===== config.mk =====
export PLATFORM = sky130hd
export DESIGN_NAME = bpsk_rx_deframer_flat
export DESIGN_NICKNAME = d
export VERILOG_FILES = /design/src/rtl/comm_pkg.sv /design/src/rtl/bpsk_rx_deframer_if.sv /design/src/rtl/bpsk_slicer.sv /design/src/rtl/bpsk_rx_deframer.sv /design/src/flat_wrapper.sv
export SDC_FILE = /design/constraint.sdc
export NUM_CORES = 1
export LEC_CHECK = 0
export ABC_AREA = 0
export CORE_MARGIN = 10
export CORE_UTILIZATION = 35
export CTS_CLUSTER_SIZE = 14
export DETAILED_ROUTE_END_ITERATION = 16
export MAX_ROUTING_LAYER = met4
export PLACE_DENSITY = 0.65
export SYNTH_ARGS = -nofsm -noshare
export SYNTH_HDL_FRONTEND = slang
export SYNTH_HIERARCHICAL = 1
export SYNTH_SLANG_ARGS = --single-unit

===== constraint.sdc =====
create_clock -name CLK -period 3.3 [get_ports CLK]
set_clock_uncertainty 0.15 [all_clocks]
set_input_delay 0.66 -clock CLK [delete_from_list [all_inputs] [get_ports CLK]]
set_output_delay 0.66 -clock CLK [all_outputs]
set_load 0.03 [all_outputs]

===== src/rtl/comm_pkg.sv =====
// Shared BPSK link definitions: deframer state encoding, default sync
// pattern (also used by the transmit framer) and payload geometry.
package comm_pkg;

   typedef enum logic {
      HUNT    = 1'b0,
      PAYLOAD = 1'b1
   } state_t;

   localparam logic [15:0] SYNC_WORD_DEFAULT = 16'hD391;
   localparam int          PAYLOAD_SYMS      = 64;
   localparam int          WORD_W            = 128;

endpackage


===== src/rtl/bpsk_rx_deframer_if.sv =====
// Sample stream in and FIFO write port out of the receive deframer.
// Samples: ad_valid qualifies ad1/ad2 each cycle; its rising edge starts a symbol.
// FIFO: wr_en is a one-cycle write of dout, issued only when full was low.
interface bpsk_rx_deframer_if;
   import comm_pkg::*;

   logic [7:0]        ad1;
   logic [7:0]        ad2;
   logic              ad_valid;
   logic [WORD_W-1:0] dout;
   logic              wr_en;
   logic              full;

   modport slave  (input  ad1, ad2, ad_valid, full, output dout, wr_en);
   modport master (output ad1, ad2, ad_valid, full, input  dout, wr_en);

endinterface


===== src/rtl/bpsk_slicer.sv =====
// One lane of integrate-and-dump: offset-binary to signed conversion,
// per-symbol accumulation and a sign decision on the last sample.
module bpsk_slicer #(
   parameter int SPS = 4
) (
   input  logic       clk,
   input  logic       rst_n,
   input  logic [7:0] sample,
   input  logic       valid,
   input  logic       last,
   output logic       bit_out,
   output logic       strobe
);

   localparam int ACC_W = 8 + $clog2(SPS);

   logic signed [7:0]       s;
   logic signed [ACC_W-1:0] acc;
   logic signed [ACC_W-1:0] sum;

   assign s   = signed'(sample ^ 8'h80);
   // Width holds SPS full-scale samples, so the sum cannot wrap.
   assign sum = acc + ACC_W'(s);

   assign strobe  = valid & last;
   assign bit_out = ~sum[ACC_W-1];

   always_ff @(posedge clk or negedge rst_n) begin
      if (!rst_n)               acc <= '0;
      else if (!valid || last)  acc <= '0;
      else                      acc <= sum;
   end

endmodule


===== src/rtl/bpsk_rx_deframer.sv =====
// BPSK receive deframer: slices both lanes, hunts for the sync word on
// lane 1 and assembles the following 64 two-bit symbols into a FIFO word.
module bpsk_rx_deframer
   import comm_pkg::*;
#(
   parameter int          SPS       = 4,
   parameter logic [15:0] SYNC_WORD = SYNC_WORD_DEFAULT
) (
   input  logic               CLK,
   input  logic               RST,
   bpsk_rx_deframer_if.slave  bus,
   output logic               locked,
   output logic               overflow,
   output logic               frame_err,
   output state_t             dbg_state
);

   localparam int CNT_W = $clog2(SPS);

   state_t            state, state_next;
   logic [CNT_W-1:0]  cnt;
   logic              last;
   logic              b1, b2, stb1, stb2, sym_stb;
   logic [15:0]       sync_sr, sync_next;
   logic [WORD_W-1:0] pay_sr, word_next;
   logic [5:0]        sym_cnt;
   logic              last_sym;
   logic              wr_next, ferr_next, ovf_set;

   assign last = bus.ad_valid && (cnt == CNT_W'(SPS - 1));

   always_ff @(posedge CLK or negedge RST) begin
      if (!RST)                cnt <= '0;
      else if (!bus.ad_valid)  cnt <= '0;
      else if (last)           cnt <= '0;
      else                     cnt <= cnt + 1'b1;
   end

   bpsk_slicer #(.SPS(SPS)) u_slice1 (
      .clk(CLK), .rst_n(RST), .sample(bus.ad1), .valid(bus.ad_valid),
      .last(last), .bit_out(b1), .strobe(stb1)
   );

   bpsk_slicer #(.SPS(SPS)) u_slice2 (
      .clk(CLK), .rst_n(RST), .sample(bus.ad2), .valid(bus.ad_valid),
      .last(last), .bit_out(b2), .strobe(stb2)
   );

   assign sym_stb   = stb1 & stb2;
   assign sync_next = {sync_sr[14:0], b1};
   // Shifting left two bits per symbol leaves symbol 0 in bits 127:126.
   assign word_next = {pay_sr[WORD_W-3:0], b1, b2};
   assign last_sym  = (sym_cnt == 6'(PAYLOAD_SYMS - 1));

   always_comb begin
      state_next = state;
      wr_next    = 1'b0;
      ferr_next  = 1'b0;
      ovf_set    = 1'b0;
      case (state)
         HUNT: begin
            if (sym_stb && sync_next == SYNC_WORD) state_next = PAYLOAD;
         end
         PAYLOAD: begin
            if (!bus.ad_valid) begin
               state_next = HUNT;
               ferr_next  = 1'b1;
            end else if (sym_stb && last_sym) begin
               state_next = HUNT;
               if (!bus.full) wr_next = 1'b1;
               else           ovf_set = 1'b1;
            end
         end
         default: state_next = HUNT;
      endcase
   end

   always_ff @(posedge CLK or negedge RST) begin
      if (!RST) state <= HUNT;
      else      state <= state_next;
   end

   always_ff @(posedge CLK or negedge RST) begin
      if (!RST) begin
         sync_sr   <= '0;
         pay_sr    <= '0;
         sym_cnt   <= '0;
         bus.dout  <= '0;
         bus.wr_en <= 1'b0;
         frame_err <= 1'b0;
         overflow  <= 1'b0;
      end else begin
         bus.wr_en <= wr_next;
         frame_err <= ferr_next;
         if (ovf_set) overflow <= 1'b1;
         if (wr_next) bus.dout <= word_next;

         // Kept clear through PAYLOAD so HUNT always starts from an empty register.
         if (state != HUNT || !bus.ad_valid || state_next == PAYLOAD) sync_sr <= '0;
         else if (sym_stb)                                            sync_sr <= sync_next;

         if (state != PAYLOAD || state_next != PAYLOAD) begin
            pay_sr  <= '0;
            sym_cnt <= '0;
         end else if (sym_stb) begin
            pay_sr  <= word_next;
            sym_cnt <= sym_cnt + 1'b1;
         end
      end
   end

   assign locked    = (state == PAYLOAD);
   assign dbg_state = state;

endmodule

===== src/flat_wrapper.sv =====
// flat-port wrapper written by rule: the top's interface ports become plain ports
module bpsk_rx_deframer_flat import comm_pkg::*;
#(
   parameter int          SPS       = 4,
   parameter logic [15:0] SYNC_WORD = SYNC_WORD_DEFAULT
)
  (CLK, RST, locked, overflow, frame_err, dbg_state, bus_ad1, bus_ad2, bus_ad_valid, bus_full, bus_dout, bus_wr_en);
  bpsk_rx_deframer_if bus_i ();
  input  logic CLK;
  input  logic RST;
  output logic locked;
  output logic overflow;
  output logic frame_err;
  output state_t dbg_state;
  input wire logic [$bits(bus_i.ad1)-1:0] bus_ad1;
  input wire logic [$bits(bus_i.ad2)-1:0] bus_ad2;
  input wire logic [$bits(bus_i.ad_valid)-1:0] bus_ad_valid;
  input wire logic [$bits(bus_i.full)-1:0] bus_full;
  output wire logic [$bits(bus_i.dout)-1:0] bus_dout;
  output wire logic [$bits(bus_i.wr_en)-1:0] bus_wr_en;
  assign bus_i.ad1 = bus_ad1;
  assign bus_i.ad2 = bus_ad2;
  assign bus_i.ad_valid = bus_ad_valid;
  assign bus_i.full = bus_full;
  assign bus_dout = bus_i.dout;
  assign bus_wr_en = bus_i.wr_en;
  bpsk_rx_deframer #(.SPS(SPS), .SYNC_WORD(SYNC_WORD)) u_core (.CLK(CLK), .RST(RST), .bus(bus_i), .locked(locked), .overflow(overflow), .frame_err(frame_err), .dbg_state(dbg_state));
endmodule

==> metrics.yaml <==
power:
  combPwrFrac_pct: 8.9
  p_int_uw: 6310
  p_leak_uw: 0.00711
  power_switching_uw: 1890
  p_seq_share_pct: 46.3
  switching_share_pct: 23.1
  total_power_uw: 8200
  peakVddDrop_mv: 0.367
  pwr-share-clk_pct: 44.9
  p_per_area_nw_per_um2: 542
critical_path:
  crit_slowest_cell: "clkdlybuf4s50_1"
  crit_path_max_incr_delay_ns: 0.43
  r2r_setup_slack_ns: 0.70
  crit_path_end_kind: "flip-flop"
  r2r_end: "u_core/sync_sr[0]"
  rr_startpoint: "u_core/u_slice1/acc[1]"
  arrival_ns: 3.07
  worst-endpoint-required_ns: 3.57
  crit_type: "in2reg"
  rr_worst_depth: 9
  crit_chain: "clkdlybuf4s50_1, ha_1, a211oi_2, o211ai_2, a41oi_2, xnor2_1, and3_1, and4_1, a41o_1, nor2_1"
  cp_max_fo: 7
  worstSetupStartpointType: "input port"
cells_and_area:
  multi_input_area_um2: 3970
  drive_above_1_share_pct: 22.9
  layout.nets: 1036
  postLayoutCoreUtil_pct: 45.2
  antennaDiodeCount: 0
  final_common_cell: "dfrtp_1"
  mostFrequentLayoutCells: "dfrtp_1, clkdlybuf4s50_1, mux2_2"
  num-fill-cells: 2973
  final-seq-area_um2: 7530
  syn_to_final_growth_pct: 27.6
global_route:
  antenna_found_initial: 0
  grt-ovfl-total: 0
  grt_util_all_layers_pct: 12.1
  grt_pass1_vias: 7353
  grt_start_max_net_pins: 84
  grt_first_pass_wirelength_um: 40700
timing:
  slew_headroom_pct: 53.9
  rsz0062_at_grt: "false"
  final_max_slew_viol_count: 0
  worst-slew-pin-transition_ns: 0.691
  setup_viol: 0
  timing.final.crit_share_pct: 84.6
  clock.fmax_mhz: 358
  tns_ns: 0
  hold_viol_final: 0
  finalCriticalPeriod_ns: 2.79
synth:
  synth_ff_type: "dfrtp_1"
  syn-mean-instance-area_um2: 14.3
  synth_top_cell_by_area: "dfrtp_1"
  synth.net_count: 869
  seq_area_frac_synth_pct: 63.6
  synth_top_area_share_pct: 63.6
  synth_cells: 827
  ys_top_cells_by_area: "dfrtp_1, mux2_2, a22o_1"
  async_flop_share_pct: 100
  yosys_warnings: 6
  ys_ff_latch: 301
  synth_area_um2: 11900
  synth_cell_types: 47
  synth_edf_count: 0
clock_network:
  cts.sinks: 301
  insertion_delay_ns: 0.55
  clockRootBuffer: "clkbuf_16"
  cts_resized: 0
  cts_max_level: 1
  cts_buffers: 31
  clockBufferDepth: 3
  hold_buffers: 1
  postCtsSetupBuffers: 0
  path_clk_slew_ns: 0.06
  cts_tree: "built"
hold_path:
  min_from: "u_core/cnt[0]"
  hold_class: "reg2reg"
  holdPathEnd: "u_core/cnt[0]"
  hold_depth: 1
route:
  vias_per_cell: 4.91
  vias: 7203
  drc: 0
  drt_iter0_drc: 267
  postRouteAntennaNets: 0
  drt-pass1-iter-count: 4
  wl_per_cell_um: 17.0
  finalWirelength_um: 24900
job:
  max_cap_violations: 0
die:
  ios: 153
  die_area_um2: 41600
  die_y_um: 204
  rows: 67
  fp.dieW_um: 204
  core_area_um2: 33400
  start_util_pct: 35.4
placed_design:
  gp_congestion: 0.805
  io_buffers: 152
  post-dp-hpwl_um: 16200
outcome:
  outcome: "finished clean"
layout make-up:
class | instances | share of cell area, %
tap | 448 | 3.71
sequential | 301 | 49.8
clock buffer | 41 | 5.97
timing repair buffer | 182 | 12.7
inverter | 13 | 0.323
multi-input combinational | 465 | 26.2
clock inverter | 16 | 1.29
registers in the layout, summed over array words and instances, names as in the netlist:
| register | flops |
|---|---|
| u_core/u_slice1/acc | 10 |
| u_core/bus.wr_en | 1 |
| u_core/pay_sr | 126 |
| u_core/sym_cnt | 6 |
| u_core/frame_err | 1 |
| u_core/sync_sr | 15 |
| u_core/bus.dout | 128 |
| u_core/dbg_state | 1 |
| u_core/cnt | 2 |
| u_core/overflow | 1 |
| u_core/u_slice2/acc | 10 |
power by group through the flow:
| stage | Sequential (uW) | Clock [uW] | Combinational [uW] |
|---|---|---|---|
| global placement | 3860 | 0 | 714 |
| detailed placement | 3860 | 0 | 725 |
| global route | 3800 | 3960 | 818 |
| floorplan | 3860 | 0 | 481 |
| finish | 3800 | 3680 | 726 |
| CTS | 3800 | 3800 | 733 |
synth_stat cells, types with 3 or more instances:
library cell,instances
dfrtp_1,301
mux2_2,129
a22o_1,126
nand2_1,43
nor2_1,25
a21oi_1,20
buf_2,20
ha_1,20
inv_1,13
buf_6,12
clkbuf_1,10
o21ai_0,10
nor3_1,9
nor2b_1,7
xor2_1,7
and2_1,6
buf_4,6
xnor2_1,6
nand3_1,4
o21ai_1,4
nand2b_1,3
nor3_2,3
or3_1,3
cells by family (layout without fill, tap and decap cells):
logic type | Yosys count | in the layout | share of synthesized area (%)
multiplexers | 129 | 129 | 12.3
XOR/XNOR | 13 | 13 | 0.961
flip-flops | 301 | 301 | 63.6
AND/OR/NAND/NOR | 119 | 119 | 5.03
buffers and inverters | 61 | 252 | 3.09
AO/OA/AOI/OAI | 182 | 182 | 12.6
adder cells (fa/ha/maj) | 22 | 22 | 2.45
worst max-delay path, delay by kind of cell:
| family | cells | cell delay, ns |
|---|---|---|
| AO/OA/AOI/OAI | 4 | 0.98 |
| AND/OR/NAND/NOR | 3 | 0.50 |
| buffers and inverters | 1 | 0.43 |
| adder cells (fa/ha/maj) | 1 | 0.33 |
| XOR/XNOR | 1 | 0.16 |
routing by layer:
layer	GRT usage, %	share of wire [%]
met5	-	0
met2	18.3	46
met3	2.43	5.1
met1	16.3	47
met4	2.86	1.5
worst max path at each step:
stage	end	cells after the start	startpoint
CTS	u_core/sync_sr[0]	10	bus_ad1[1]
global placement	u_core/sync_sr[0]	10	bus_ad1[1]
global route	u_core/sync_sr[14]	10	bus_ad1[1]
floorplan	u_core/sync_sr[0]	9	bus_ad1[1]
finish	u_core/sync_sr[0]	10	bus_ad1[1]
detailed placement	u_core/sync_sr[0]	10	bus_ad1[1]
stage by stage:
stage / hold slack (ns) / setup WS, ns / instances / area, um2
after floorplan: 0.214 / 0.579 / 827 / 11900
after global placement: 0.272 / 0.0194 / 1408 / 14000
after detailed placement: 0.294 / -0.0450 / 1408 / 14000
after CTS: 0.303 / 0.548 / 1466 / 15100
after global routing: 0.315 / 0.423 / 1466 / 15100
final: 0.298 / 0.507 / 1466 / 15100
No activity file was read; power rests on OpenSTA's default activity.
==> patch: new RTL, config.mk and constraints unchanged <==
Change the package constant `WORD_W` from 128 to 124.
--- a/src/rtl/comm_pkg.sv
+++ b/src/rtl/comm_pkg.sv
@@ -11,3 +11,3 @@
    localparam int          PAYLOAD_SYMS      = 64;
-   localparam int          WORD_W            = 128;
+   localparam int          WORD_W            = 124;
 
Interface: changed (resized bus_dout); port bits go from 153 to 149. The function was not compared with the original's and may differ.
==> patch against the original RTL <==
Via count fell by 0.68%. Worst setup slack got worse by 21 ps. Area after synthesis fell by 3.0%. Largest cell class unchanged. Critical endpoint unchanged. Wire length rose by 2.3%. First-iteration DRC count rose by 64%. Power fell by 4.7%. Final area fell by 2.9%. Synthesized cell count fell by 2.2%. Clock power fell by 7.9%. Sequential cell count fell by 8.
==> patch: results (changes against the original RTL) <==
| Metric | Value |
|---|---|
| Outcome | finished clean |
| R2r setup slk | 680 ps (-20 ps) |
| Top post-synthesis cells by area | dfrtp_1 64%, a22o_1 9.3%, mux2_2 6.4% |
| Data buffer area share | 12.6% (-0.030 points) |
| Worst EP arrival | 3100 ps (+30 ps) |
| Layout cells sized above 1 | 16.0% (-6.9 points) |
| Pin count of the biggest net entering global routing | 80 (-4.8%) |
| # nets final | 1015 (-2.0%) |
| Total routed wirelength | 25500 µm (+2.3%) |
| Multi-input gate area | 3880 µm² (-2.1%) |
| Port Buffers | 148 (-2.6%) |
| Wire length of the first global-routing pass | 42100 µm (+3.6%) |
| Register share of the cell area | 49.9% (+0.13 points) |
| Number of non-clock buffers | 177 (-2.7%) |
| Via count | 7154 (-0.68%) |
| Vias in the first global route | 7639 (+3.9%) |
| Post-synth top cells | 293 x dfrtp_1, 122 x a22o_1, 65 x mux2_2 |
| Max-Slew Margin vs Limit | 59.8% (+5.9 points) |
| Clock buf count | 47 (+15%) |
| Clock buf/inv share | 6.87% (-0.40 points) |
| WHS | 284 ps (-13.5 ps) |
| Syn Nets | 851 (-2.1%) |
| Cell variety after synth | 49 (+4.3%) |
| Global-route usage over all layers | 12.7% (+0.65 points) |
| DR iter-0 viols | 438 (+64%) |
| Placed Area | 13700 µm² (-2.5%) |
| Largest regs | u_core/bus.dout x124, u_core/pay_sr x122, u_core/sync_sr x15 |
| Area growth from synthesis to layout | 27.8% |
| P_leak | 6.97 nW (-2.0%) |
| ANT cells | 1 (+1) |
| Max IR drop VDD | 0.378 mV (+3.0%) |
| Final HPWL DP | 16300 µm (+0.57%) |
## patch: changes by cell type after synthesis, sizes merged
cell    change
clkbuf     +12
a22o        -4
dfrtp       -8
buf        -14
mux2        -4
## patch: cell families after synthesis
logic type | share of synthesized area, %
buffers and inverters | 2.55
flip-flops | 63.8
multiplexers | 12.3
AND/OR/NAND/NOR | 5.16
XOR/XNOR | 0.991
AO/OA/AOI/OAI | 12.7
adder cells (fa/ha/maj) | 2.53
## patch: stage by stage
| step | power, mW | TNS (ps) | cells | worst slack, ps |
|---|---|---|---|---|
| final | 7.81 | 0 | 1439 | 486 |
| after global routing | 8.20 | 0 | 1438 | 395 |
| after CTS | 7.93 | 0 | 1438 | 556 |
| after detailed placement | 4.48 | -74.2 | 1381 | -16.7 |
| after global placement | 4.47 | 0 | 1381 | 15.0 |
| after floorplan | 4.24 | 0 | 809 | 579 |
## patch: worst max path at each step
stage / cells past startpoint / from / endpoint / slack [ps]
floorplan: 9 / bus_ad1[1] / u_core/sync_sr[0] / 580
global placement: 10 / bus_ad1[1] / u_core/sync_sr[0] / 10
detailed placement: 10 / bus_ad1[1] / u_core/sync_sr[0] / -20
CTS: 10 / bus_ad1[1] / u_core/sync_sr[0] / 560
global route: 10 / bus_ad1[1] / u_core/sync_sr[0] / 390
finish: 10 / bus_ad1[1] / u_core/sync_sr[0] / 490
## patch: power breakdown
| part | switching, mW | total [mW] | internal [mW] |
|---|---|---|---|
| clock | 1.40 | 3.39 | 1.99 |
| combinational | 0.420 | 0.722 | 0.302 |
| sequential | 0.0271 | 3.70 | 3.67 |
## patch: metal layers
metal	track usage, %	wire length [µm]
met1	17.1	12100
met2	18.9	11400
met3	3.36	1490
met4	2.87	448
met5	-	0
